===== src/rtl/control_pkg.sv =====
// Shared encodings for the instruction decoder: opcodes, field encodings and
// the packed bundle of control signals passed between decode and register stage.
package control_pkg;

    localparam logic [3:0] OP_HALT  = 4'b0000;
    localparam logic [3:0] OP_ANDI  = 4'b0001;
    localparam logic [3:0] OP_ORI   = 4'b0010;
    localparam logic [3:0] OP_BGT   = 4'b0100;
    localparam logic [3:0] OP_BLT   = 4'b0101;
    localparam logic [3:0] OP_BEQ   = 4'b0110;
    localparam logic [3:0] OP_JMP   = 4'b0111;
    localparam logic [3:0] OP_LBU   = 4'b1010;
    localparam logic [3:0] OP_SB    = 4'b1011;
    localparam logic [3:0] OP_LW    = 4'b1100;
    localparam logic [3:0] OP_SW    = 4'b1101;
    localparam logic [3:0] OP_TYPEA = 4'b1111;

    localparam logic [2:0] JB_NONE = 3'b000;
    localparam logic [2:0] JB_BEQ  = 3'b001;
    localparam logic [2:0] JB_BLT  = 3'b010;
    localparam logic [2:0] JB_BGT  = 3'b011;
    localparam logic [2:0] JB_JMP  = 3'b100;
    localparam logic [2:0] JB_HALT = 3'b111;

    localparam logic [1:0] ALU_ADD   = 2'b00;
    localparam logic [1:0] ALU_SUB   = 2'b01;
    localparam logic [1:0] ALU_FUNCT = 2'b10;
    localparam logic [1:0] ALU_LOGIC = 2'b11;

    localparam logic [1:0] RW_NONE   = 2'b00;
    localparam logic [1:0] RW_SINGLE = 2'b01;
    localparam logic [1:0] RW_DUAL   = 2'b10;

    localparam logic [1:0] MD_NORMAL = 2'b00;
    localparam logic [1:0] MD_MUL    = 2'b01;
    localparam logic [1:0] MD_DIV    = 2'b10;
    localparam logic [1:0] MD_RSVD   = 2'b11;

    typedef struct packed {
        logic       aluBType;
        logic       aluSrc;
        logic       zeroExtendFlag;
        logic       memRead;
        logic       memToReg;
        logic       memWrite;
        logic       storeByte;
        logic [1:0] aluControlOp;
        logic [1:0] regWrite;
        logic [2:0] jumpBranch;
    } ctrlBits_t;

    localparam ctrlBits_t CTRL_NOP = '0;

endpackage


===== src/rtl/control_decode.sv =====
// Purely combinational opcode/multiDiv decode; anything not matched is a NOP.
module control_decode
    import control_pkg::*;
(
    input  logic [3:0] opcode,
    input  logic [1:0] multiDiv,
    output logic       aluBType,
    output logic       aluSrc,
    output logic       zeroExtendFlag,
    output logic       memRead,
    output logic       memToReg,
    output logic       memWrite,
    output logic       storeByte,
    output logic [1:0] aluControlOp,
    output logic [1:0] regWrite,
    output logic [2:0] jumpBranch
);

    ctrlBits_t dec;

    always_comb begin
        dec = CTRL_NOP;
        case (opcode)
            OP_TYPEA: begin
                dec.aluControlOp = ALU_FUNCT;
                // Multiply/divide also write the upper half into R0
                dec.regWrite = (multiDiv == MD_MUL || multiDiv == MD_DIV) ? RW_DUAL : RW_SINGLE;
            end
            OP_ANDI, OP_ORI: begin
                dec.aluBType       = 1'b1;
                dec.aluSrc         = 1'b1;
                dec.zeroExtendFlag = 1'b1;
                dec.aluControlOp   = ALU_LOGIC;
                dec.regWrite       = RW_SINGLE;
            end
            OP_LBU, OP_LW: begin
                dec.aluBType     = 1'b1;
                dec.aluSrc       = 1'b1;
                dec.memRead      = 1'b1;
                dec.memToReg     = 1'b1;
                dec.aluControlOp = ALU_ADD;
                dec.regWrite     = RW_SINGLE;
            end
            OP_SB, OP_SW: begin
                dec.aluBType     = 1'b1;
                dec.aluSrc       = 1'b1;
                dec.memWrite     = 1'b1;
                dec.storeByte    = (opcode == OP_SB);
                dec.aluControlOp = ALU_ADD;
            end
            OP_BEQ: begin
                dec.aluBType     = 1'b1;
                dec.aluControlOp = ALU_SUB;
                dec.jumpBranch   = JB_BEQ;
            end
            OP_BLT: begin
                dec.aluBType     = 1'b1;
                dec.aluControlOp = ALU_SUB;
                dec.jumpBranch   = JB_BLT;
            end
            OP_BGT: begin
                dec.aluBType     = 1'b1;
                dec.aluControlOp = ALU_SUB;
                dec.jumpBranch   = JB_BGT;
            end
            OP_JMP:  dec.jumpBranch = JB_JMP;
            OP_HALT: dec.jumpBranch = JB_HALT;
            default: dec = CTRL_NOP;
        endcase
    end

    assign aluBType       = dec.aluBType;
    assign aluSrc         = dec.aluSrc;
    assign zeroExtendFlag = dec.zeroExtendFlag;
    assign memRead        = dec.memRead;
    assign memToReg       = dec.memToReg;
    assign memWrite       = dec.memWrite;
    assign storeByte      = dec.storeByte;
    assign aluControlOp   = dec.aluControlOp;
    assign regWrite       = dec.regWrite;
    assign jumpBranch     = dec.jumpBranch;

endmodule


===== src/rtl/control.sv =====
// Main control unit: combinational decode followed by one register stage,
// so every control output lags its opcode by exactly one clock.
module control
    import control_pkg::*;
(
    input  logic       clk,
    input  logic       rst_n,
    input  logic [3:0] opcode,
    input  logic [1:0] multiDiv,
    output logic       aluBType,
    output logic       aluSrc,
    output logic       zeroExtendFlag,
    output logic       memRead,
    output logic       memToReg,
    output logic       memWrite,
    output logic       storeByte,
    output logic [1:0] aluControlOp,
    output logic [1:0] regWrite,
    output logic [2:0] jumpBranch
);

    ctrlBits_t nextCtrl;
    ctrlBits_t ctrlQ;

    control_decode uDecode (
        .opcode         (opcode),
        .multiDiv       (multiDiv),
        .aluBType       (nextCtrl.aluBType),
        .aluSrc         (nextCtrl.aluSrc),
        .zeroExtendFlag (nextCtrl.zeroExtendFlag),
        .memRead        (nextCtrl.memRead),
        .memToReg       (nextCtrl.memToReg),
        .memWrite       (nextCtrl.memWrite),
        .storeByte      (nextCtrl.storeByte),
        .aluControlOp   (nextCtrl.aluControlOp),
        .regWrite       (nextCtrl.regWrite),
        .jumpBranch     (nextCtrl.jumpBranch)
    );

    // Reset forces a NOP onto the outputs without waiting for a clock
    always_ff @(posedge clk or negedge rst_n) begin
        if (!rst_n) ctrlQ <= CTRL_NOP;
        else        ctrlQ <= nextCtrl;
    end

    assign aluBType       = ctrlQ.aluBType;
    assign aluSrc         = ctrlQ.aluSrc;
    assign zeroExtendFlag = ctrlQ.zeroExtendFlag;
    assign memRead        = ctrlQ.memRead;
    assign memToReg       = ctrlQ.memToReg;
    assign memWrite       = ctrlQ.memWrite;
    assign storeByte      = ctrlQ.storeByte;
    assign aluControlOp   = ctrlQ.aluControlOp;
    assign regWrite       = ctrlQ.regWrite;
    assign jumpBranch     = ctrlQ.jumpBranch;

endmodule


===== config.mk =====
export PLATFORM = sky130hd
export DESIGN_NAME = control
export DESIGN_NICKNAME = d
export VERILOG_FILES = /design/src/rtl/control_pkg.sv /design/src/rtl/control_decode.sv /design/src/rtl/control.sv
export SDC_FILE = /design/constraint.sdc
export NUM_CORES = 1
export LEC_CHECK = 0
export CORE_MARGIN = 2
export CORE_UTILIZATION = 36
export CTS_CLUSTER_DIAMETER = 60
export DETAILED_ROUTE_END_ITERATION = 10
export GPL_ROUTABILITY_DRIVEN = 0
export PLACE_DENSITY = 0.67
export SLEW_MARGIN = 15
export SYNTH_ARGS = -nofsm -noshare
export SYNTH_HDL_FRONTEND = slang
export SYNTH_SLANG_ARGS = --single-unit

===== constraint.sdc =====
create_clock -name clk -period 0.8 [get_ports clk]
set_input_delay 0.16 -clock clk [delete_from_list [all_inputs] [get_ports clk]]
set_output_delay 0.16 -clock clk [all_outputs]
set_load 0.03 [all_outputs]

==> metrics.md, run 1 <==
| Metric | Value |
|---|---|
| Outcome | finished, violations left |
| Violations in the final reports | negative setup slack |
| Setup violators final | 14 |
| Final worst path period share | 124% |
| Filler Cells Inserted | 123 |
| Total power | 0.00149 W |
| Yosys top cell area share | 59.4% |
| Achievable clock frequency | 1010 MHz |
| Netlist cell types | 22 |
| Switching part of the total power | 28.0% |
| VDD IR max | 0.000993 V |
| Setup ws final | -194 ps |
| Pre-Repair DR Iteration Count | 4 |
| Final ANT Viol Nets | 0 |
| Worst hold-check path type | input port to async pin |
| Final nets | 85 |
| Cell Chain, Critical Path | buf_6 |
| # IOs | 22 |
| Dpl cell area | 777 um2 |
| Dominant cell type by area after synthesis | dfrtp_1 |
| Post-Syn Area per Cell | 11.4 um2 |
| Remaining DRCs | 0 |
| Rows | 14 |
| Critical Path Stages | 1 |
| Sequential Area | 327 um2 |
| CP Launch Type | flop |
| Layout cells sized above 1 | 52.6% |
| GRT Overall Usage | 13.5% |
| Tmin final | 994 ps |
| Register area share after synthesis | 59.4% |
| Pint | 0.00107 W |
| Yosys synthesis warning count | 0 |
| RSZ-0062 raised after global routing | yes |
| Initial core utilization | 37.2% |
| Slowest cell on crit path | dfrtp_2 |
| Critical path's top delay family | flip-flops |
| Switching Power | 0.000417 W |
| Total gr overflow | 0 |
| Port buffer count | 21 |
| Core area | 0.00147 mm2 |
| Antenna violations before repair | 0 |
| CP endpoint kind | output pin |
| Main area contributors after synthesis | dfrtp_1 (59%), buf_6 (4.1%), nor2_1 (3.4%), xnor2_1 (3.2%), a211oi_1 (2.7%) |
| PD cells | 1650 mW/mm2 |
| Design Area, Final | 903 um2 |
| DR vias | 444 |
| H-Tree Depth | 1 |
| Syn Std Cell Area | 548 um2 |
| DR iter-0 viols | 5 |
| Number of global-route vias before repair | 404 |
| Die area | 0.00185 mm2 |
| Wire per inst | 11.0 um |
| CP required | 640 ps |
| Largest net degree at the start of global routing | 14 |
| Sequential power share | 47.9% |
| Post-Route WL | 1.01 mm |
| CTS tree | yes |
| Worst path max stage delay | 420 ps |
| Yosys reg bits | 13 |
| CTS Buffer Depth | 2 |
| Slew @ Worst Pin | 188 ps |
| Max-slew headroom | 87.3% |
| Combinational Power Share | 25.9% |
| CP arrival | 830 ps |
| CTS root buffer | clkbuf_4 |
| Clock buffers created by TritonCTS | 3 |
| MaxCap Viol Count | 0 |
| Crit path max fanout | 2 |
| Clock power frac | 26.1% |
| Via density per instance | 4.83 |
| Net Count, Synth | 56 |
| Gate Count Post-Synth | 48 |
| Synth-to-layout area growth | 64.8% |
| Max Transition Viols Final | 0 |
| Placed wire-length estimate | 784 um |
| First-pass GRT wire length | 1.76 mm |
| CTS clock-pin slew for the worst setup and hold paths | 80 ps |
| Clk sinks | 13 |
| Critical Path Source | memRead |
| Die Width | 43.0 um |
| Leakage Power | 0.475 nW |
| Total buffers and inverters traversed by the critical path | 1 |
| Hold Vio Cnt, Final | 0 |
| Die height | 43.0 um |
| Antenna Cells | 0 |
| Worst Setup EP | memToReg |
| Area of the multi-input gates | 230 um2 |
| Critical setup path kind | flop to output pin |
| Post-CTS Hold Fix Bufs | 0 |
-- synth_stat cells, drive strengths merged --
library cell and number:
nand2b 2, o21ai 1, or3b 1, xor2 1, nand3 1, inv 1
o31a 1, and2 1, nand2 4, a22oi 1, and3 2, a21oi 2
nor3 3, buf 5, a211oi 2, nor2 5, dfrtp 13, xnor2 2
-- layout make-up --
class,count,share of cell area (%)
Clock buffer,4,2.91
Multi-Input combinational cell,29,25.5
Sequential cell,13,36.1
Timing Repair Buffer,29,32.8
Inverter,1,0.416
Tap cell,16,2.22
-- cells by family after synthesis --
family          count (synthesis)  synth area share (%)
buf+inv                         6                  7.99
flops                          13                  59.4
compound gates                  7                  9.36
xor+xnor                        3                  4.80
simple gates                   19                  18.5
-- through the flow --
stage / hold WS [ps] / instances / setup slack [ps] / utilization (%) / TNS, ps
after floorplan: -136 / 48 / -82.6 / - / -155
after global placement: 500 / 88 / -550 / 52.8 / -5870
after detailed placement: 500 / 88 / -565 / 52.8 / -6050
after CTS: 203 / 92 / -206 / 59.1 / -2260
after global routing: 188 / 92 / -236 / 61.4 / -2700
final: 206 / 92 / -194 / 61.4 / -2080
-- routing by layer --
layer,up-vias,GRT usage [%],wire length [um]
met5,-,0,0
met4,0,10.9,19
met3,2,3.83,39
met2,14,20.3,528
met1,215,15.7,422
li1,213,-,-
-- state kept, by name, summed over array words and instances, names as in the netlist --
| signal | cells |
|---|---|
| zeroExtendFlag | 1 |
| regWrite | 2 |
| memWrite | 1 |
| jumpBranch | 3 |
| aluSrc | 1 |
| aluControlOp | 2 |
| memRead | 1 |
| aluBType | 1 |
| storeByte | 1 |
-- worst min-delay path by stage --
stage / cells past startpoint / slack, ps / endpoint / start
finish: 2 / 210 / zeroExtendFlag / rst_n
global route: 2 / 190 / jumpBranch[1] / rst_n
CTS: 2 / 200 / zeroExtendFlag / rst_n
detailed placement: 2 / 500 / memWrite / rst_n
global placement: 2 / 500 / aluControlOp[0] / rst_n
floorplan: 0 / -140 / aluBType / rst_n
-- power groups by stage --
stage	registers [W]	clock network, W	logic, W
finish	0.000714	0.000389	0.000386
global route	0.000718	0.000459	0.000412
CTS	0.000715	0.000406	0.000370
detailed placement	0.000720	0	0.000342
global placement	0.000718	0	0.000337
floorplan	0.000801	0	0.000117
-- placed cells by master (no fill, tap or decap), types with 2 or more instances in the layout --
cell type,count
a211oi_1,2
and3_1,2
buf_4,6
buf_6,15
clkbuf_4,3
dfrtp_1,12
dlygate4sd2_1,2
dlymetal6s2s_1,2
nand2_1,3
nor2_1,4
nor3_2,2
xnor2_2,2
-- repair_timing --
| action | CTS | global route |
|---|---|---|
| endpoints found under the hold margin | 0 | 0 |
| resized for setup | 23 | 13 |
| pin swaps | 1 | 2 |
| endpoints found under the setup margin | 27 | 20 |
| buffers inserted | 0 | 0 |
Note: power is estimated with default switching activity, not from simulation.
==> run 2: changes to the inputs <==
--- a/config.mk
+++ b/config.mk
@@ -5,7 +5,7 @@
 export SDC_FILE = /design/constraint.sdc
 export NUM_CORES = 1
 export LEC_CHECK = 0
-export CORE_MARGIN = 2
+export CORE_MARGIN = 1.5
 export CORE_UTILIZATION = 36
 export CTS_CLUSTER_DIAMETER = 60
 export DETAILED_ROUTE_END_ITERATION = 10
==> constraint.sdc (replaced) <==
create_clock -name clk -period 0.8 [get_ports clk]
set_input_delay 0.2 -clock clk [delete_from_list [all_inputs] [get_ports clk]]
set_output_delay 0.2 -clock clk [all_outputs]
set_load 0.03 [all_outputs]
==> run 2 against run 1 <==
  * The flow still finishes with violations (negative setup slack)
  * Die area is 4.6% lower
  * Combinational power rose by 8.0%
  * Power up 0.91%
  * Critical path depth did not move
  * Sequential power about the same
  * Non-clock buffer count rose by 3
  * Final cell count increased by 2.2%
  * Critical endpoint is now memRead
  * Highest routed layer unchanged
==> metrics.md, run 2 (same netlist as run 1, synthesis figures left out) <==
| Metric | Value |
|---|---|
| Outcome | finished, violations left (unchanged) |
| Violations in the final reports | negative setup slack (unchanged) |
| Setup violators final | 14 (unchanged) |
| Critical path's top delay family | flip-flops (unchanged) |
| Rows | 13 (was 14) |
| Remaining DRCs | 0 (unchanged) |
| Max Transition Viols Final | 0 (unchanged) |
| Antenna violations before repair | 0 (unchanged) |
| Critical setup path kind | flop to output pin (unchanged) |
| CTS Buffer Depth | 2 (unchanged) |
| VDD IR max | 0.000844 V (was 0.000993 V) |
| Max-slew headroom | 87.1% (was 87.3%) |
| CTS root buffer | clkbuf_4 (unchanged) |
| CTS tree | yes (unchanged) |
| Final worst path period share | 126% (was 124%) |
| Slew @ Worst Pin | 193 ps (was 188 ps) |
| Achievable clock frequency | 989 MHz (was 1010 MHz) |
| CP arrival | 810 ps (was 830 ps) |
| Placed wire-length estimate | 799 um (was 784 um) |
| Non-filler cells, final | 94 (was 92) |
| Design Area, Final | 945 um2 (was 903 um2) |
| CP Launch Type | flop (unchanged) |
| Total power | 0.00150 W (was 0.00149 W) |
| First-pass GRT wire length | 1.89 mm (was 1.76 mm) |
| Max reg flops | 3 (unchanged) |
| Worst hold-check path type | input port to async pin (unchanged) |
| PD cells | 1590 mW/mm2 (was 1650 mW/mm2) |
| Port buffer count | 21 (unchanged) |
| Die area | 0.00177 mm2 (was 0.00185 mm2) |
| Wire per inst | 12.1 um (was 11.0 um) |
| Final nets | 88 (was 85) |
| Worst Setup EP | memRead (was memToReg) |
| Largest net degree at the start of global routing | 14 (unchanged) |
| # IOs | 22 (unchanged) |
| Commonest non-fill, non-tap cell in the layout | buf_6 (unchanged) |
| Number of global-route vias before repair | 450 (was 404) |
| Die height | 42.0 um (was 43.0 um) |
| H-Tree Depth | 1 (unchanged) |
| CP endpoint kind | output pin (unchanged) |
| Crit path max fanout | 2 (unchanged) |
| DR iter-0 viols | 9 (was 5) |
| Hold Vio Cnt, Final | 0 (unchanged) |
| Critical Path Stages | 1 (unchanged) |
| Worst path max stage delay | 410 ps (was 420 ps) |
| Dpl cell area | 798 um2 (was 777 um2) |
| Most frequent cells in the layout | buf_6 (16), dfrtp_1 (12), buf_4 (8), nor2_1 (5) (was buf_6 (15), dfrtp_1 (12), buf_4 (6), nor2_1 (4)) |
| Setup ws final | -211 ps (was -194 ps) |
| Core area | 0.00137 mm2 (was 0.00147 mm2) |
| RSZ-0062 raised after global routing | yes (unchanged) |
| Layout cells sized above 1 | 54.4% (was 52.6%) |
| Leakage Power | 0.490 nW (was 0.475 nW) |
| Final setup TNS | -2450 ps (was -2080 ps) |
| Clock buffers created by TritonCTS | 3 (unchanged) |
| Via density per instance | 4.78 (was 4.83) |
| Cell Chain, Critical Path | buf_6 (unchanged) |
| Die Width | 42.0 um (was 43.0 um) |
| Slowest cell on crit path | dfrtp_2 (unchanged) |
| Antenna Cells | 0 (unchanged) |
| Initial core utilization | 40.1% (was 37.2%) |
| Total gr overflow | 0 (unchanged) |
| Post-Route WL | 1.13 mm (was 1.01 mm) |
| Critical Path Source | memRead (unchanged) |
| Tmin final | 1010 ps (was 994 ps) |
| Worst hold slack | 269 ps (was 206 ps) |
| CP required | 600 ps (was 640 ps) |
| GRT Overall Usage | 14.2% (was 13.5%) |
| Final ANT Viol Nets | 0 (unchanged) |
| Total buffers and inverters traversed by the critical path | 1 (unchanged) |
| CTS clock-pin slew for the worst setup and hold paths | 70 ps (was 80 ps) |
| Synth-to-layout area growth | 72.4% (was 64.8%) |
| Pre-Repair DR Iteration Count | 2 (was 4) |
| DR vias | 449 (was 444) |
| Clk sinks | 13 (unchanged) |
| Placed Cells | 90 (was 88) |
| MaxCap Viol Count | 0 (unchanged) |
==> run 2: timing repair <==
action | in CTS | in global routing
pin swaps | 1 | 3
setup endpoints to repair | 27 | 19
buffers inserted | 0 | 0
resized for setup | 30 | 9
hold buffers | 0 | 0
==> run 2: area by class of cell <==
cell class,count,area [um2]
clock buffer,4,26.3
fill,118,422
inverter,1,3.75
multi-input combinational,29,244
sequential,13,327
tap,15,18.8
timing repair buffer,32,325
==> run 2: power breakdown <==
part	total (W)	internal [W]	switching (W)
Combinational	0.000417	0.000202	0.000216
Clock	0.000373	0.000192	0.000180
Sequential	0.000713	0.000696	0.0000178
==> run 2: how the worst min path moves through the flow <==
stage	cells past startpoint	endpoint	from
finish	2	jumpBranch[2]	rst_n
global route	2	memRead	rst_n
CTS	2	jumpBranch[2]	rst_n
detailed placement	2	jumpBranch[2]	rst_n
global placement	2	aluControlOp[0]	rst_n
floorplan	0	aluBType	rst_n
==> run 2: layer usage <==
layer,GRT usage [%],routed length [um],vias up
met5,0,0,-
met4,7.50,19,0
met3,3.02,45,2
met2,24.1,590,14
met1,16.8,477,214
li1,-,-,219
==> run 2: stage by stage <==
stage,setup WS (ps),utilization [%]
floorplan,-123,-
global placement,-587,58.4
detailed placement,-605,58.4
CTS,-223,67.0
global route,-258,69.1
finish,-211,69.1
==> run 3: changes to the inputs <==
--- a/config.mk
+++ b/config.mk
@@ -6,11 +6,11 @@
 export NUM_CORES = 1
 export LEC_CHECK = 0
 export CORE_MARGIN = 1.5
-export CORE_UTILIZATION = 36
+export CORE_UTILIZATION = 40
 export CTS_CLUSTER_DIAMETER = 60
 export DETAILED_ROUTE_END_ITERATION = 10
 export GPL_ROUTABILITY_DRIVEN = 0
-export PLACE_DENSITY = 0.67
+export PLACE_DENSITY = 0.71
 export SLEW_MARGIN = 15
 export SYNTH_ARGS = -nofsm -noshare
 export SYNTH_HDL_FRONTEND = slang
==> constraint.sdc (replaced) <==
create_clock -name clk -period 1.1 [get_ports clk]
set_input_delay 0.275 -clock clk [delete_from_list [all_inputs] [get_ports clk]]
set_output_delay 0.275 -clock clk [all_outputs]
set_load 0.03 [all_outputs]
==> run 3 against run 2 <==
  * The run now ends clean
  * Via count is 4.0% lower
  * Hold slack improved by 34 ps
  * Sequential power decreased by 28%
  * Critical path depth unchanged
  * First-iteration DRC count fell by 44%
==> metrics.md, run 3 (same netlist as run 1, synthesis figures left out) <==
| Metric | Value |
|---|---|
| Outcome | complete, no violations (was finished, violations left) |
| Final setup TNS | 0 ps (was -2450 ps) |
| Remaining DRCs | 0 (unchanged) |
| Critical setup path kind | flop to output pin (unchanged) |
| Final worst path period share | 98.8% |
| Setup violators final | 0 (was 14) |
| Critical Path Source | memRead (unchanged) |
| CP endpoint kind | output pin (unchanged) |
| Slew @ Worst Pin | 282 ps (was 193 ps) |
| Total buffers and inverters traversed by the critical path | 1 (unchanged) |
| MaxCap Viol Count | 0 (unchanged) |
| DR iter-0 viols | 5 (was 9) |
| Worst path max stage delay | 380 ps (was 410 ps) |
| Place WS | -384 ps (was -605 ps) |
| Synth-to-layout area growth | 44.5% (was 72.4%) |
| # IOs | 22 (unchanged) |
| CTS tree | yes (unchanged) |
| Worst hold-check path type | input port to async pin (unchanged) |
| Core area | 0.00128 mm2 (was 0.00137 mm2) |
| Pre-Repair DR Iteration Count | 2 (unchanged) |
| Cell Chain, Critical Path | buf_4 (was buf_6) |
| CTS root buffer | clkbuf_4 (unchanged) |
| Final nets | 85 (was 88) |
| Die height | 40.0 um (was 42.0 um) |
| Post-CTS Hold Fix Bufs | 0 (unchanged) |
| VDD IR max | 0.000565 V (was 0.000844 V) |
| Max-slew headroom | 81.2% (was 87.1%) |
| Max reg flops | 3 (unchanged) |
| Post-Route WL | 884 um (was 1.13 mm) |
| Critical Path Stages | 1 (unchanged) |
| Hold Vio Cnt, Final | 0 (unchanged) |
| CTS clock-pin slew for the worst setup and hold paths | 70 ps (about the same) |
| Filler Cells Inserted | 114 (was 118) |
| Most frequent cells in the layout | buf_4 (20), dfrtp_1 (13), nor2_1 (5), clkdlybuf4s50_1 (4) (was buf_6 (16), dfrtp_1 (12), buf_4 (8), nor2_1 (5)) |
| Max Transition Viols Final | 0 (unchanged) |
| Port buffer count | 21 (unchanged) |
| Leakage Power | 0.408 nW (was 0.490 nW) |
| Clk sinks | 13 (unchanged) |
| RSZ-0062 raised after global routing | yes (unchanged) |
| Clock buffers created by TritonCTS | 3 (unchanged) |
| Largest net degree at the start of global routing | 14 (unchanged) |
| Achievable clock frequency | 920 MHz |
| Number of global-route vias before repair | 334 (was 450) |
| GRT Overall Usage | 13.5% (was 14.2%) |
| Die area | 0.00160 mm2 (was 0.00177 mm2) |
| Sequential Area | 325 um2 (was 327 um2) |
| CTS Buffer Depth | 2 (unchanged) |
| Setup ws final | 13.3 ps (was -211 ps) |
| H-Tree Depth | 1 (unchanged) |
| Total gr overflow | 0 (unchanged) |
| Antenna Cells | 0 (unchanged) |
| Area of the multi-input gates | 179 um2 (was 244 um2) |
| Post-CTS setup buffer count | 0 (unchanged) |
| Tmin final | 1090 ps |
| Critical path's top delay family | flip-flops (unchanged) |
| Rows | 13 (unchanged) |
| Initial core utilization | 42.6% (was 40.1%) |
| Final ANT Viol Nets | 0 (unchanged) |
| Placed wire-length estimate | 661 um (was 799 um) |
| CP Launch Type | flop (unchanged) |
| Wire per inst | 9.71 um (was 12.1 um) |
| PD cells | 1300 mW/mm2 (was 1590 mW/mm2) |
| Via density per instance | 4.74 (was 4.78) |
| Slowest cell on crit path | dfrtp_1 (was dfrtp_2) |
| First-pass GRT wire length | 1.35 mm (was 1.89 mm) |
| Crit path max fanout | 2 (unchanged) |
| DR vias | 431 (was 449) |
| CP required | 820 ps (was 600 ps) |
| Worst Setup EP | memRead (unchanged) |
| Antenna violations before repair | 0 (unchanged) |
| Die Width | 40.0 um (was 42.0 um) |
| Commonest non-fill, non-tap cell in the layout | buf_4 (was buf_6) |
| Layout cells sized above 1 | 38.2% (was 54.4%) |
| CP arrival | 810 ps (about the same) |
[run 3: final cells by class]
cell class | count | share of cell area (%)
flip-flops and latches | 13 | 41.1
well taps | 15 | 2.37
clock buffers | 4 | 3.32
inverters | 1 | 0.474
multi-input cells | 29 | 22.6
repair buffers | 29 | 30.2
[run 3: worst min-delay path by stage]
| stage | from | endpoint | slack, ps | cells after the start |
|---|---|---|---|---|
| after floorplan | rst_n | aluBType | -20 | 0 |
| after global placement | rst_n | aluControlOp[0] | 590 | 2 |
| after detailed placement | rst_n | jumpBranch[2] | 590 | 2 |
| after CTS | rst_n | aluControlOp[0] | 310 | 2 |
| after global routing | rst_n | storeByte | 330 | 2 |
| final | rst_n | aluControlOp[0] | 300 | 2 |
[run 3: stage by stage]
stage               area [um2]  hold WS, ps  util (%)  total power [W]  std cells
finish                     792          304      61.6          0.00103         91
global route               792          335      61.6          0.00108         91
floorplan                  548        -20.6         -         0.000662         48
detailed placement         762          592      59.3         0.000763         87
CTS                        785          310      61.1          0.00104         91
global placement           762          591      59.3         0.000760         87
[run 3: layer usage]
metal | share of wire, % | global-route usage [%]
met5 | 0 | 0
met4 | 2.6 | 10.3
met3 | 6.8 | 5.00
met2 | 45 | 19.8
met1 | 46 | 15.8
[run 3: power breakdown]
part | internal [W] | switching (W)
clock network | 0.000140 | 0.000140
logic | 0.000103 | 0.000135
registers | 0.000505 | 0.00000783
[run 3: what timing repair did]
item,CTS,global route
setup endpoints to repair,8,4
gates resized for setup,3,2
hold endpoints to repair,0,0
